<file path="src/rtl/dcache_miss_sequencer.sv">
// Walks one data-cache set through a miss: probe, optional dirty writeback,
// critical-word-first fill, then tag validation.
//
// Ports
//   clock, reset            rising-edge clock, async active-low reset
//   MissReq/Tag/Index/Off   miss request from the hit controller (taken when Ready)
//   Ready, Done             idle flag, one-cycle completion pulse
//   CritValid, CritWord     early-restart strobe and data for the critical word
//   Set*                    command/response bus of the 128x64 set
//   MemWr*                  line writeback channel (level request, ack)
//   MemRd*                  word fill channel (level request, data strobe)
module dcache_miss_sequencer #(
  parameter int PABITS = 36
) (
  input  logic                 clock,
  input  logic                 reset,
  input  logic                 MissReq,
  input  logic [PABITS-11:0]   MissTag,
  input  logic [5:0]           MissIndex,
  input  logic [1:0]           MissOffset,
  output logic                 Ready,
  output logic                 Done,
  output logic                 CritValid,
  output logic [31:0]          CritWord,
  output logic [PABITS-11:0]   SetTag,
  output logic [5:0]           SetIndex,
  output logic [5:0]           SetLineIndex,
  output logic [1:0]           SetLineOffset,
  output logic [31:0]          SetLineIn,
  output logic                 SetFillLine,
  output logic                 SetValidateLine,
  input  logic                 SetValid,
  input  logic                 SetDirty,
  input  logic [PABITS-11:0]   SetIndexTag,
  input  logic [127:0]         SetLineOut,
  output logic                 MemWrReq,
  output logic [PABITS-5:0]    MemWrAddr,
  output logic [127:0]         MemWrData,
  input  logic                 MemWrAck,
  output logic                 MemRdReq,
  output logic [PABITS-3:0]    MemRdAddr,
  input  logic [31:0]          MemRdData,
  input  logic                 MemRdValid
);

  typedef enum logic [2:0] {
    IDLE, PROBE, CHECK, WB, FILL, VALIDATE
  } state_t;

  state_t state, stateNext;

  logic [PABITS-11:0] tagQ;
  logic [PABITS-11:0] wbTagQ;
  logic [5:0]         indexQ;
  logic [1:0]         offsetQ;
  logic [1:0]         cnt;
  logic [127:0]       wbLineQ;

  always_ff @(posedge clock or negedge reset) begin
    if (!reset) state <= IDLE;
    else        state <= stateNext;
  end

  always_comb begin
    stateNext       = state;
    Ready           = 1'b0;
    Done            = 1'b0;
    CritValid       = 1'b0;
    CritWord        = '0;
    SetLineIn       = '0;
    SetFillLine     = 1'b0;
    SetValidateLine = 1'b0;
    MemWrReq        = 1'b0;
    MemRdReq        = 1'b0;
    unique case (state)
      IDLE: begin
        Ready = 1'b1;
        if (MissReq) stateNext = PROBE;
      end
      PROBE: stateNext = CHECK;
      CHECK: stateNext = (SetValid && SetDirty) ? WB : FILL;
      WB: begin
        MemWrReq = 1'b1;
        if (MemWrAck) stateNext = FILL;
      end
      FILL: begin
        MemRdReq = 1'b1;
        if (MemRdValid) begin
          SetFillLine = 1'b1;
          SetLineIn   = MemRdData;
          if (cnt == 2'd0) begin
            CritValid = 1'b1;
            CritWord  = MemRdData;
          end
          if (cnt == 2'd3) stateNext = VALIDATE;
        end
      end
      VALIDATE: begin
        SetValidateLine = 1'b1;
        Done            = 1'b1;
        stateNext       = IDLE;
      end
      default: stateNext = IDLE;
    endcase
  end

  always_ff @(posedge clock or negedge reset) begin
    if (!reset) begin
      tagQ    <= '0;
      indexQ  <= '0;
      offsetQ <= '0;
      wbTagQ  <= '0;
      wbLineQ <= '0;
      cnt     <= '0;
    end else begin
      if (state == IDLE && MissReq) begin
        tagQ    <= MissTag;
        indexQ  <= MissIndex;
        offsetQ <= MissOffset;
      end
      if (state == CHECK) begin
        wbTagQ  <= SetIndexTag;
        wbLineQ <= SetLineOut;
      end
      // Word counter only runs inside FILL; zero on every entry.
      if (state != FILL)  cnt <= '0;
      else if (MemRdValid) cnt <= cnt + 2'd1;
    end
  end

  // Wrapping offset gives requested-word-first order.
  assign SetLineOffset = offsetQ + cnt;
  assign SetTag        = tagQ;
  assign SetIndex      = indexQ;
  assign SetLineIndex  = indexQ;
  assign MemWrAddr     = {wbTagQ, indexQ};
  assign MemWrData     = wbLineQ;
  assign MemRdAddr     = {tagQ, indexQ, offsetQ};

endmodule

</file>
<file path="config.mk">
export PLATFORM = sky130hd
export DESIGN_NAME = dcache_miss_sequencer
export DESIGN_NICKNAME = d
export VERILOG_FILES = /design/src/rtl/dcache_miss_sequencer.sv
export SDC_FILE = /design/constraint.sdc
export NUM_CORES = 1
export LEC_CHECK = 0
export ABC_AREA = 1
export CORE_AREA = 5 5 204 206
export DETAILED_ROUTE_END_ITERATION = 8
export DIE_AREA = 0 0 209 211
export DONT_BUFFER_PORTS = 1
export MAX_ROUTING_LAYER = met4
export PLACE_DENSITY = 0.34
export SETUP_SLACK_MARGIN = 0.1
export SLEW_MARGIN = 0
export SYNTH_ARGS = -nofsm -noshare
export SYNTH_HDL_FRONTEND = slang
export SYNTH_SLANG_ARGS = --single-unit
</file>
<file path="constraint.sdc">
create_clock -name clock -period 2.86 [get_ports clock]
set_input_delay 0.572 -clock clock [delete_from_list [all_inputs] [get_ports clock]]
set_output_delay 0.572 -clock clock [all_outputs]
set_load 0.01 [all_outputs]
</file>
* Word-level counts from Yosys, hierarchy flattened
Index checks and enable logic that the tools add are counted.
Storage, ports and cells: output and inout bits 305, register bits 193, logic and storage cells 48
Cells by class: multiplexer cells 22, eq/ne operators 11, reduce and logical (&&, ||, !) cells 6, add/subtract/negate cells 2
Operators with widths (number):
- 32-bit two-way mux | 5
- 3-bit two-way mux | 5
- 3-bit case mux with 5 select lines | 1
- 1-bit two-way mux | 9
- 2-bit != test, second input constant | 4
- 3-bit by 2-bit == test with 1-bit output, second input constant | 2
- 3-bit == test, second input constant | 2
- 2-bit two-way mux | 2
- 4-bit AND reduction | 1
- 3-bit by 1-bit == test with 1-bit output, second input constant | 1
- 3-bit logical NOT | 1
- 3-bit != test, second input constant | 1
- 2-bit by 1-bit adder with 2-bit output, second input constant | 1
- 2-bit adder | 1
- 2-bit == test, second input constant | 1
- 1-bit logical AND | 2
- 2-bit logical NOT | 1
- 2-bit nonzero test | 1

* Depth between registers and ports, before layout
depth after elaboration 4, depth in mapped cells 8, mapped depth without buffers 7

* Least setup slack after synthesis
Ideal clock, no wire load.
path type flip-flop to output port, start point register state[0], end point output port SetValidateLine, buffers on the path 3, setup slack 0.922 ns, arrival 1.366 ns, stages on the path, launching flop included 6, path through dfrtp_1 inv_2 buf_2 buf_1 nor3_1 buf_4
Between the ends: longest elaborated chain between the ends 2
Ends and longest elaborated chain:
- from (decl) | RTL line 50 | state_t state, stateNext;
- from (signal assigned) | RTL line 61 | else state <= stateNext;
- 3-bit == test
- 1-bit two-way mux
- to (decl) | RTL line 31 | output logic SetValidateLine,
No other way between the ends.

* Worst setup path after layout
start point register state[0], end point output port CritWord[13]
Between the ends: longest elaborated chain between the ends 2
Ends and longest elaborated chain:
- 3-bit == test | RTL line 75 | unique case (state)
- 32-bit two-way mux | RTL line 75
- to (decl) | RTL line 24 | output logic [31:0] CritWord,
No other way between the ends.

==> results.cfg <==
[place]
dp_slack_ns = 0.625
gp_congestion = 0.846
numPortBuffers = 0
hpwl_um = 21400
place_inst = 1440

[clock_tree]
cts_tree = yes
clkSinkCount = 193
cts_setup_buffers = 0
htreeDepth = 4
root_buffer = clkbuf_16
numCtsBuffers = 17
clkTransAtPathRegs_ns = 0.07
cts_buffer_depth = 2
clock_latency_ns = 0.44
cts_resized = 0

[synthesis]
avgSynthCellArea_um2 = 8.39
syn_nets = 1249
ys_ff_latch = 193
yosysTopAreaCell = dfrtp_1
synth_top_area_share_pct = 56.5
yosysMostFrequentCell = nand2_1
yosys_warnings = 0
seq_area_frac_synth_pct = 56.5
yosys-top-cells-area = dfrtp_1 56%, nand2_1 17%, nand3_1 11%, buf_4 4.1%, buf_2 2.0%
synth_cell_types = 19
synth-edff-count = 0
async_reset_ff_share_pct = 100
netlist_area_um2 = 8550
ys_top_cells_by_count = 389 x nand2_1, 193 x dfrtp_1, 193 x nand3_1
syn_inst = 1019
synth_flop_cell = dfrtp_1

[detailed_routing]
drc_errors = 0
ant_nets = 0
routed_wl_um = 30700
drtIter0Drc = 533
vias = 6464
drt-vias-per-instance = 4.39
drt_first_pass_iters = 5
wl_per_cell_um = 20.9

[finish]
layout.cells.non_filler = 1472
drive_gt1_share_pct = 6.02
antenna_cells = 0
post-route-util_pct = 23.4
fill_cells = 4339
syn_to_final_growth_pct = 7.87
nets = 1164

[worst_setup_path]
cp_max_fo = 66
arrival_ns = 1.96
cpMaxStageDelayCell = dfrtp_1
ff2ff_setup_slack_ns = 0.70
required_ns = 2.29
worst_setup_path_start_kind = flop
crit_type = reg2out
crit_chain = nor2_1 > nand2_1 > inv_2 > nand2_2 > buf_12 > nor3_1
end_kind = output pin
slowest_delay_ns = 0.44

[sta]
slew_headroom_pct = 49.4
period_share_pct = 88.4
whs_ns = -0.181
fmax_ghz = 0.396
setup_viol_count_final = 0
finClkSkew_ns = 0.00693
fin_crit_ns = 2.53
maxSlewViolCount = 0
rsz0062_at_grt = false
worstMarginPinSlew_ns = 0.759
hold_viol = 193
fin_ws_ns = 0.333
final.setup.tns_ns = 0

[min_path]
hp-class = in2async

[status]
status = finished with violations
violations = hold timing

[floorplan]
die-area_um2 = 44100
io_pins = 532
row_count = 73
chipWidth_um = 209
start_util_pct = 21.7
core-area_um2 = 39500
fp.dieH_um = 211

[pwr]
peakVddDrop_v = 0.000427
power_density_nw_per_um2 = 1240
p_leak_uw = 0.00475

[global_routing]
grt_pass1_vias = 6490
grt_max_degree = 194
antenna_found_initial = 0
grt_pass1_wl_um = 44600
gr-total-overflow = 0
globalRouteTotalUtil_pct = 13.6

[flow_run]
maxCapViolCount = 0
## cells in the final DEF (no fill, tap or decap), types with 3 or more instances in the layout
cell	instances
nand3_1	193
buf_12	4
buf_4	7
clkinv_2	3
nand2_1	388
clkbuf_16	17
clkbuf_1	5
inv_1	43
dfrtp_1	193
o21ai_0	5
inv_2	3
nor3_2	10
nor3_1	23
ha_1	3
nor2_1	35
## worst max-delay path: cells and delay by family (launching register included)
| kind | cells | cell delay (ns) |
|---|---|---|
| and+or+nand+nor | 4 | 0.71 |
| DFF | 1 | 0.44 |
| buffers and inverters | 2 | 0.35 |
## kinds of logic (layout without fill, tap and decap cells)
| logic type | Yosys count | count (layout) | synth area share (%) |
|---|---|---|---|
| AO/OA/AOI/OAI | 5 | 5 | 0.293 |
| buffers and inverters | 162 | 90 | 9.78 |
| XOR/XNOR | 2 | 2 | 0.205 |
| AND/OR/NAND/NOR | 654 | 654 | 32.8 |
| adder cells (fa/ha/maj) | 3 | 3 | 0.439 |
| flip-flops | 193 | 193 | 56.5 |
## final timing paths
kind	start	endpoint	depth (start not counted)
worst max-delay path	state[0]$_DFFE_PN0P_	CritWord[13]	6
worst min-delay path	reset	wbTagQ[7]$_DFFE_PN0P_	0
worst max register to register	state[0]$_DFFE_PN0P_	SetIndex[1]$_DFFE_PN0P_	6
worst min register to register	MemWrData[126]$_DFFE_PN0P_	MemWrData[126]$_DFFE_PN0P_	2
max in group asynchronous	reset	SetTag[7]$_DFFE_PN0P_	0
min in group clock	MissTag[17]	SetTag[17]$_DFFE_PN0P_	2
## per-layer routing
layer / track usage (%) / wire, µm
met1: 16.5 / 12100
met2: 20.6 / 14800
met3: 6.31 / 3310
met4: 3.42 / 499
met5: - / 0
## final cells by class
class                      count  area, µm²  share of cell area, %
tap                          525        657                   7.12
inverter                      47        179                   1.94
multi-input combinational    664       2900                   31.4
timing repair buffer          11        133                   1.44
sequential                   193       4830                   52.4
clock inverter                 8       56.3                  0.611
clock buffer                  24        472                   5.12
## power by group
group          switching, µW  internal (µW)  leakage (µW)  total [µW]
Combinational           2130            902       0.00212        3030
Clock                   1110           1160      0.000255        2270
Sequential              2090           4070       0.00237        6160
Total                   5330           6130       0.00475       11500
## flip-flops by register name, summed over array words and instances (netlist names)
register	cells
wbTagQ	26
MemWrData	128
SetIndex	6
offsetQ	2
cnt	2
state	3
SetTag	26
## metrics by stage
stage	cell area, µm²	total power, µW
finish	9220	11500
global route	9220	12400
CTS	9220	11700
detailed placement	8690	9410
global placement	8690	9360
floorplan	8550	8470
(Power assumes the default switching activity.)
